[src/rtl/div_ctrl_pkg.sv]
// div_ctrl_pkg: shared definitions for the EX-stage iterative divider.
//   div_state_e      : 2-bit sequencer state (FREE / BY_ZERO / ON / END)
//   DIV_RESULT_*     : values carried on ready_o
//   DIV_START/STOP   : values carried on start_i
package div_ctrl_pkg;

  typedef enum logic [1:0] {
    DIV_FREE    = 2'b00,
    DIV_BY_ZERO = 2'b01,
    DIV_ON      = 2'b10,
    DIV_END     = 2'b11
  } div_state_e;

  localparam logic DIV_RESULT_READY     = 1'b1;
  localparam logic DIV_RESULT_NOT_READY = 1'b0;
  localparam logic DIV_START            = 1'b1;
  localparam logic DIV_STOP             = 1'b0;

endpackage

[src/rtl/div_ctrl_if.sv]
// div_ctrl_if: EX <-> divider handshake bundle.
//   start_i, signed_div_i, opdata1_i, opdata2_i, annul_i : EX -> divider
//   result_o {remainder, quotient}, ready_o              : divider -> EX
//   stallreq                                             : divider -> stall controller
// Modports: master (EX side), slave (divider side).
interface div_ctrl_if #(
  parameter int DW = 32
);
  logic              start_i;
  logic              signed_div_i;
  logic [DW-1:0]     opdata1_i;
  logic [DW-1:0]     opdata2_i;
  logic              annul_i;
  logic [2*DW-1:0]   result_o;
  logic              ready_o;
  logic              stallreq;

  modport master (
    output start_i, signed_div_i, opdata1_i, opdata2_i, annul_i,
    input  result_o, ready_o, stallreq
  );

  modport slave (
    input  start_i, signed_div_i, opdata1_i, opdata2_i, annul_i,
    output result_o, ready_o, stallreq
  );
endinterface

[src/rtl/div_ctrl_step.sv]
// div_step: one combinational restoring-division iteration.
//   work_i    : working register {partial remainder (DW+1), dividend/quotient (DW)}
//   divisor_i : |divisor|
//   work_o    : working register after the step (quotient bit already in bit 0)
//   qbit_o    : quotient bit produced by this step
module div_step #(
  parameter int DW = 32
) (
  input  logic [2*DW:0] work_i,
  input  logic [DW-1:0] divisor_i,
  output logic [2*DW:0] work_o,
  output logic          qbit_o
);

  logic [2*DW:0] shifted;
  logic [DW:0]   trial;

  always_comb begin
    shifted = work_i << 1;
    trial   = shifted[2*DW:DW] - {1'b0, divisor_i};
    // The partial remainder is always below 2*divisor, so a borrow shows
    // up as the MSB of the (DW+1)-bit trial difference.
    qbit_o  = ~trial[DW];
    work_o  = shifted;
    if (qbit_o) begin
      work_o[2*DW:DW] = trial;
    end
    work_o[0] = qbit_o;
  end

endmodule

[src/rtl/div_ctrl.sv]
// div_ctrl: sequences a radix-2 restoring divider for DIV/DIVU in EX.
//   clk, rst (synchronous, active-low)
//   bus.slave : start_i/signed_div_i/opdata1_i/opdata2_i/annul_i in,
//               result_o {rem, quo}, ready_o (1-cycle pulse), stallreq out.
// Operands are converted to magnitudes on entry to ON; DW iterations run on
// the magnitudes and the signs are re-applied when the result is written.
module div_ctrl
  import div_ctrl_pkg::*;
#(
  parameter int DW    = 32,
  parameter int CNT_W = 6     // needs 2**CNT_W > DW
) (
  input  logic       clk,
  input  logic       rst,
  div_ctrl_if.slave  bus
);

  div_state_e       state_q, state_d;
  logic [CNT_W-1:0] cnt_q, cnt_d;
  logic [2*DW:0]    work_q, work_d;
  logic [DW-1:0]    divisor_q, divisor_d;
  logic             neg_quot_q, neg_quot_d;
  logic             neg_rem_q, neg_rem_d;
  logic [2*DW-1:0]  result_q, result_d;
  logic             ready_q, ready_d;

  logic [DW-1:0]    op1_abs, op2_abs;
  logic [2*DW:0]    step_work;
  logic             step_qbit;
  logic [DW-1:0]    raw_quot, raw_rem;
  logic             go;

  div_step #(.DW(DW)) u_step (
    .work_i    (work_q),
    .divisor_i (divisor_q),
    .work_o    (step_work),
    .qbit_o    (step_qbit)
  );

  assign go = (bus.start_i == DIV_START) && !bus.annul_i;

  // Magnitudes; the most negative value maps onto itself, which is the
  // correct unsigned magnitude 2**(DW-1).
  assign op1_abs = (bus.signed_div_i && bus.opdata1_i[DW-1]) ? -bus.opdata1_i : bus.opdata1_i;
  assign op2_abs = (bus.signed_div_i && bus.opdata2_i[DW-1]) ? -bus.opdata2_i : bus.opdata2_i;

  assign raw_quot = {step_work[DW-1:1], step_qbit};
  assign raw_rem  = step_work[2*DW-1:DW];

  always_comb begin
    state_d    = state_q;
    cnt_d      = cnt_q;
    work_d     = work_q;
    divisor_d  = divisor_q;
    neg_quot_d = neg_quot_q;
    neg_rem_d  = neg_rem_q;
    result_d   = result_q;
    ready_d    = DIV_RESULT_NOT_READY;

    case (state_q)
      DIV_FREE: begin
        if (go) begin
          if (bus.opdata2_i == '0) begin
            state_d = DIV_BY_ZERO;
          end else begin
            state_d    = DIV_ON;
            work_d     = {{(DW+1){1'b0}}, op1_abs};
            divisor_d  = op2_abs;
            neg_quot_d = bus.signed_div_i & (bus.opdata1_i[DW-1] ^ bus.opdata2_i[DW-1]);
            neg_rem_d  = bus.signed_div_i & bus.opdata1_i[DW-1];
            cnt_d      = '0;
          end
        end
      end

      DIV_BY_ZERO: begin
        state_d  = DIV_END;
        result_d = '0;
        ready_d  = DIV_RESULT_READY;
      end

      DIV_ON: begin
        if (bus.annul_i) begin
          state_d = DIV_FREE;
        end else begin
          work_d = step_work;
          cnt_d  = cnt_q + CNT_W'(1);
          if (cnt_q == CNT_W'(DW-1)) begin
            state_d  = DIV_END;
            result_d = {neg_rem_q  ? -raw_rem  : raw_rem,
                        neg_quot_q ? -raw_quot : raw_quot};
            ready_d  = DIV_RESULT_READY;
          end
        end
      end

      DIV_END: begin
        state_d = DIV_FREE;
      end

      default: begin
        state_d = DIV_FREE;
      end
    endcase
  end

  always_ff @(posedge clk) begin
    if (!rst) begin
      state_q    <= DIV_FREE;
      cnt_q      <= '0;
      work_q     <= '0;
      divisor_q  <= '0;
      neg_quot_q <= 1'b0;
      neg_rem_q  <= 1'b0;
      result_q   <= '0;
      ready_q    <= DIV_RESULT_NOT_READY;
    end else begin
      state_q    <= state_d;
      cnt_q      <= cnt_d;
      work_q     <= work_d;
      divisor_q  <= divisor_d;
      neg_quot_q <= neg_quot_d;
      neg_rem_q  <= neg_rem_d;
      result_q   <= result_d;
      ready_q    <= ready_d;
    end
  end

  assign bus.result_o = result_q;
  assign bus.ready_o  = ready_q;
  // Released in END so EX advances on the same edge that captures result_o.
  assign bus.stallreq = go && (state_q != DIV_END);

endmodule

[src/flat_wrapper.sv]
// flat-port wrapper written by rule: the top's interface ports become plain ports
module div_ctrl_flat import div_ctrl_pkg::*;
#(
  parameter int DW    = 32,
  parameter int CNT_W = 6                           
)
  (clk, rst, bus_start_i, bus_signed_div_i, bus_opdata1_i, bus_opdata2_i, bus_annul_i, bus_result_o, bus_ready_o, bus_stallreq);
  div_ctrl_if #(.DW(DW)) bus_i ();
  input  logic clk;
  input  logic rst;
  input wire logic [$bits(bus_i.start_i)-1:0] bus_start_i;
  input wire logic [$bits(bus_i.signed_div_i)-1:0] bus_signed_div_i;
  input wire logic [$bits(bus_i.opdata1_i)-1:0] bus_opdata1_i;
  input wire logic [$bits(bus_i.opdata2_i)-1:0] bus_opdata2_i;
  input wire logic [$bits(bus_i.annul_i)-1:0] bus_annul_i;
  output wire logic [$bits(bus_i.result_o)-1:0] bus_result_o;
  output wire logic [$bits(bus_i.ready_o)-1:0] bus_ready_o;
  output wire logic [$bits(bus_i.stallreq)-1:0] bus_stallreq;
  assign bus_i.start_i = bus_start_i;
  assign bus_i.signed_div_i = bus_signed_div_i;
  assign bus_i.opdata1_i = bus_opdata1_i;
  assign bus_i.opdata2_i = bus_opdata2_i;
  assign bus_i.annul_i = bus_annul_i;
  assign bus_result_o = bus_i.result_o;
  assign bus_ready_o = bus_i.ready_o;
  assign bus_stallreq = bus_i.stallreq;
  div_ctrl #(.DW(DW), .CNT_W(CNT_W)) u_core (.clk(clk), .rst(rst), .bus(bus_i));
endmodule
[config.mk]
export PLATFORM = sky130hd
export DESIGN_NAME = div_ctrl_flat
export DESIGN_NICKNAME = d
export VERILOG_FILES = /design/src/rtl/div_ctrl_pkg.sv /design/src/rtl/div_ctrl_if.sv /design/src/rtl/div_ctrl_step.sv /design/src/rtl/div_ctrl.sv /design/src/flat_wrapper.sv
export SDC_FILE = /design/constraint.sdc
export NUM_CORES = 1
export LEC_CHECK = 0
export CORE_MARGIN = 2
export CORE_UTILIZATION = 62
export CTS_BUF_LIST = sky130_fd_sc_hd__clkbuf_4
export DETAILED_ROUTE_END_ITERATION = 10
export DONT_BUFFER_PORTS = 1
export PLACE_DENSITY = 0.84
export REMOVE_ABC_BUFFERS = 1
export SYNTH_ARGS = -nofsm -noshare
export SYNTH_HDL_FRONTEND = slang
export SYNTH_SLANG_ARGS = --single-unit
[constraint.sdc]
create_clock -name clk -period 5.4 [get_ports clk]
set_clock_uncertainty 0.2 [all_clocks]
set_input_delay 0.54 -clock clk [delete_from_list [all_inputs] [get_ports clk]]
set_output_delay 0.54 -clock clk [all_outputs]
set_load 0.005 [all_outputs]
### Word level (Yosys, flattened, before mapping)

Cells that the tools add are included.

* add/subtract/negate cells: 6
* equal/unequal tests: 10
* mux-type cells: 24
* bitwise gates (word level): 5
* reduce and logical (&&, ||, !) cells: 13

Operator list (count)
* 2-to-1 mux 64 bit: 5
* case mux 64 bit (2 select lines): 2
* 2-to-1 mux 32 bit: 5
* negation 32 bit: 4
* subtractor 33 x 32 -> 33 bit: 1
* logical NOT 32 bit: 1
* 2-to-1 mux 6 bit: 3
* case mux 6 bit (2 select lines): 1
* 2-to-1 mux 2 bit: 4
* case mux 2 bit (4 select lines): 1
* adder 6 x 1 -> 6 bit, second input constant: 1
* == test 6 x 5 -> 1 bit, second input constant: 1
* != test 2 bit, second input constant: 3
* AND reduction 3 bit: 2
* == test 2 bit, second input constant: 2
* logical AND 1 bit: 4
* != test 2 x 1 -> 1 bit, second input constant: 2
* AND reduction 4 bit: 1
* nonzero test 2 bit: 2
* != test 3 x 2 -> 1 bit, second input constant: 1
* bitwise AND 1 bit: 2
* == test 2 x 1 -> 1 bit, second input constant: 1
* logical NOT 2 bit: 1
* 2-to-1 mux 1 bit: 2
* other kinds (5): 6

* flip-flop bits (word level): 171
* logic and storage cells: 66

### Longest topological paths before layout

* depth in word-level cells: 7
* mapped depth: 23

### Hierarchy

Synthesis repeated with hierarchy kept, for this count alone.

* cell total of the unflattened synthesis: 1570
* area, all modules: 12389.4 um^2

Modules (own cells, without submodules)
* div_ctrl: instances 1, cells an instance 1182, area each 9688.0 um^2, seq. area each 3443.3 um^2
* div_step: instances 1, cells an instance 388, area each 2701.3 um^2, seq. area each 0.0 um^2

### Least setup slack after synthesis

Ideal clock, no wire load.

* path type: reg-to-reg
* from: register u_core.work_q[31]
* to: register u_core.result_q[62], in the netlist u_core.bus.result_o[62]
* library setup time: 125 ps
* data arrival time: 4288 ps
* data required time: 5075 ps
* setup slack: 787 ps
* stages on the path, launching flop included: 23
* buffers on the path: 2
* clock period less this slack: 4613 ps
* cells stage by stage: dfxtp_1 inv_1 ha_1 inv_1 fa_1 a211oi_2 o211ai_2 nand3_2 a2111oi_4 o21a_1 nor2_4 inv_2 clkbuf_1 buf_1 o21ai_0 inv_1 ha_1 nor4bb_1 mux2_2 nand4b_1 o31ai_1 xnor2_1 o21ai_1

* word-level cells in the longest chain between the ends: 7

Ends and longest elaborated chain
* start: declaration: line div_ctrl.sv:20 `logic [2*DW:0] work_q, work_d;`
* start signal: assignment: line div_ctrl.sv:120 `work_q <= work_d;`
* subtractor 33 x 32 -> 33 bit: line div_ctrl_step.sv:20 `trial = shifted[2*DW:DW] - {1'b0, divisor_i};`
* 2-to-1 mux 32 bit *: line div_ctrl_step.sv:25 `if (qbit_o) begin`
* negation 32 bit: line div_ctrl.sv:90 `result_d = {neg_rem_q ? -raw_rem : raw_rem,`
* 2-to-1 mux 32 bit *: line div_ctrl.sv:90
* 2-to-1 mux 64 bit *: line div_ctrl.sv:88 `if (cnt_q == CNT_W'(DW-1)) begin`
* 2-to-1 mux 64 bit *: line div_ctrl.sv:83 `if (bus.annul_i) begin`
* case mux 64 bit (2 select lines) *: line div_ctrl.sv:60 `case (state_q)`
* end signal: assignment: line div_ctrl.sv:124 `result_q <= result_d;`
* end: declaration: line div_ctrl.sv:24 `logic [2*DW-1:0] result_q, result_d;`

Every way passes the cells marked *; elsewhere a longest branch is shown, timed or not. The select of a mux whose other input is x is not followed.
A chain may end at the register's enable or synchronous reset.

### Final worst setup path

Ends and elaborated chain as after synthesis.

==> results_dict.tcl <==
set metrics [dict create \
    min_period_over_period 0.889 \
    yosys-top-cells-count "nand2_1, dfxtp_1, o21ai_0" \
    path_clk_slew_ps 160 \
    power.total_mw 4.07 \
    crit_type "register to register" \
    grt_pass1_vias 10600 \
    cpMostUsedCell "inv_1" \
    die_area_sq_um 20400 \
    crit_path_max_incr_delay_ps 420 \
    core_sq_um 18800 \
    slowest_stage "a2111oi_4" \
    place.gp.congestion 0.945 \
    placementRows 50 \
    portBuffers 0 \
    cp.arrival_ps 5070 \
    ios 135 \
    synth_most_common_cell "nand2_1" \
    netlist-cell-type-count 79 \
    cts_tree "done" \
    synth.area.mux_share 0.0309 \
    worst_slew_pin_slew_ps 1260 \
    finalHoldViolations 0 \
    async_reset_ff_frac 0 \
    dr_total_vias 11600 \
    fillers 1606 \
    wl_per_cell_um 19.0 \
    drv_cap 0 \
    synth_area_sq_um 12000 \
    drv_slew 0 \
    hp-class "primary input to register" \
    finalSetupTns_ps 0 \
    post_cts_resized 0 \
    final_util 0.675 \
    ctsHoldBuffers 35 \
    synth_top_family_by_area "compound AO/OA/AOI/OAI gates" \
    clock_path_buffers 2 \
    cts_sinks 171 \
    cts-root-buf "clkbuf_4" \
    p_leak_nw 4.89 \
    status "finished clean" \
    synth_xor_area_frac 0.102 \
    ys.flop_type "dfxtp_1" \
    synth_edf_count 0 \
    die_w_um 143 \
    yosysTopAreaCell "dfxtp_1" \
    path_max_fanout 14 \
    cts_setup_buffers 0 \
    drt_first_pass_iters 6 \
    synth_fa_ha_area_frac 0.0456 \
    synth_compound_area_frac 0.255 \
    routed_via_density 6.34 \
    seq_area_sq_um 3420 \
    powerDensity_nw_per_um2 320 \
    syn2layout_area_growth_pct 6.21 \
    clkLatencyLatePin_ps 620 \
    cp.required_ps 5670 \
    drive_gt1_frac 0.0512 \
    grt_max_degree 140 \
    fmax_mhz 208 \
    fin_nets 1660 \
    overflow 0 \
    die_h_um 143 \
    crit_path_end_kind "register" \
    syn_avg_cell_area_sq_um 7.62 \
    critPathLaunchType "register" \
    synth-simple-area-share 0.231 \
    slew-limit-headroom 0.159 \
    yosys-top-cells-area "dfxtp_1, nand2_1, xnor2_1, o21ai_0, ha_1" \
    grt_pass1_wl_mm 54.5 \
    drt-total-wl_mm 34.7 \
    synth_top_area_share 0.286 \
    final-setup-viol-count 0 \
    finalCriticalPeriod_ps 4800 \
    cts_inserted_buffers 17 \
    synth.ff_latch_count 171 \
    synthCells 1569 \
    h-tree-depth 4 \
    cp_cell_sequence "inv_1 > ha_1 > inv_1 > fa_1 > a211oi_2 > o211ai_2 > nand3_2 > a2111oi_4 > o21a_1 > nor2_4 > inv_2 > o21ai_0 > inv_1 > ha_1 > nor4bb_1 > mux2_2 > nand4b_1 > o31ai_1 > xnor2_1 > o21ai_1" \
    rsz0062_at_grt "false" \
    drt_iter0_markers 1055 \
    antenna_found_initial 1 \
    yosysWarningCount 0 \
    yosysSeqAreaShare 0.286 \
    start_util 0.635 \
    multi_input_area_sq_um 7970 \
    post-route-drc-count 0 \
    grt_use_total 0.335 \
    dp_hpwl_mm 24.4 \
    ir_drop_v 0.000288 \
    ant_nets 0 \
]
[routing by layer]
metal,GRT usage,routed length (um),up-vias,part of all wire
li1,-,-,5505,-
met1,0.427,14500,5521,0.42
met2,0.560,16500,443,0.47
met3,0.0654,2500,81,0.072
met4,0.130,1190,0,0.034
met5,0,0,-,0
[placed cells by master (no fill, tap or decap), drive strengths merged, types with 16 or more instances in the layout]
cell type / n
o21ai: 145
clkbuf: 18
nand2b: 17
nand2: 237
and2: 49
nand3: 50
a21oi: 84
nor2: 68
mux2i: 29
o211a: 31
dlygate4sd3: 34
ha: 42
o31ai: 16
nor3: 35
nor2b: 42
inv: 68
xor2: 51
a22oi: 32
a21boi: 41
xnor2: 88
buf: 18
dfxtp: 171
[critical path, delay by kind of cell, from the launching register on]
| family | cells | cell delay [ps] |
|---|---|---|
| compound gates | 7 | 1650 |
| xor+xnor | 1 | 160 |
| fa+ha+maj | 3 | 650 |
| buf+inv | 4 | 450 |
| flops | 1 | 410 |
| mux | 1 | 360 |
| simple gates | 4 | 800 |
[registers in the layout, summed over array words and instances, names as in the netlist]
register and flops:
u_core.bus.ready_o 1, u_core.divisor_q 32, u_core.cnt_q 6, u_core.state_q 2, u_core.neg_quot_q 1, u_core.neg_rem_q 1
u_core.work_q 64, u_core.bus.result_o 64
[final cells by class]
type | count | area share
repair buffers | 52 | 0.0390
diodes | 1 | 0.000197
well taps | 260 | 0.0256
multi-input cells | 1245 | 0.627
flip-flops and latches | 171 | 0.269
clock inverters | 14 | 0.0102
clock buffers | 18 | 0.0106
inverters | 61 | 0.0180
[through the flow]
stage               instance area [sq um]  setup WS (ps)  hold WS [ps]  cells
finish                              12700            601          30.8   1822
global route                        12700            233          7.19   1822
CTS                                 12700            667          10.2   1821
detailed placement                  12100            702           255   1754
global placement                    12100            984           252   1754
floorplan                           11600            417           241   1477
[path summary, 6_finish.rpt]
check,slack (ps),cells past startpoint,end,start
hold reg to reg,270,2,u_core.divisor_q[26]$_SDFFE_PN0P_,u_core.divisor_q[26]$_SDFFE_PN0P_
setup / recovery,600,20,u_core.bus.result_o[62]$_SDFFE_PN0P_,u_core.work_q[31]$_SDFFE_PN0P_
hold / removal,30,4,u_core.work_q[26]$_SDFFE_PN0P_,bus_opdata1_i[26]
setup reg to reg,600,20,u_core.bus.result_o[62]$_SDFFE_PN0P_,u_core.work_q[31]$_SDFFE_PN0P_
[report_power, final]
part	switching, mW	internal (mW)	total (mW)
clock network	0.536	0.206	0.742
logic	1.19	0.668	1.86
registers	0.110	1.36	1.47
total	1.84	2.24	4.07
[cell families after synthesis]
| kind of cell | after synthesis |
|---|---|
| and+or+nand+nor | 571 |
| buffers and inverters | 153 |
| DFF | 171 |
| xor gates and xnor gates | 139 |
| AOI/OAI and AO/OA | 456 |
| muxes | 36 |
| adders and majority gates | 43 |
Note: power is estimated with default switching activity, not from simulation.
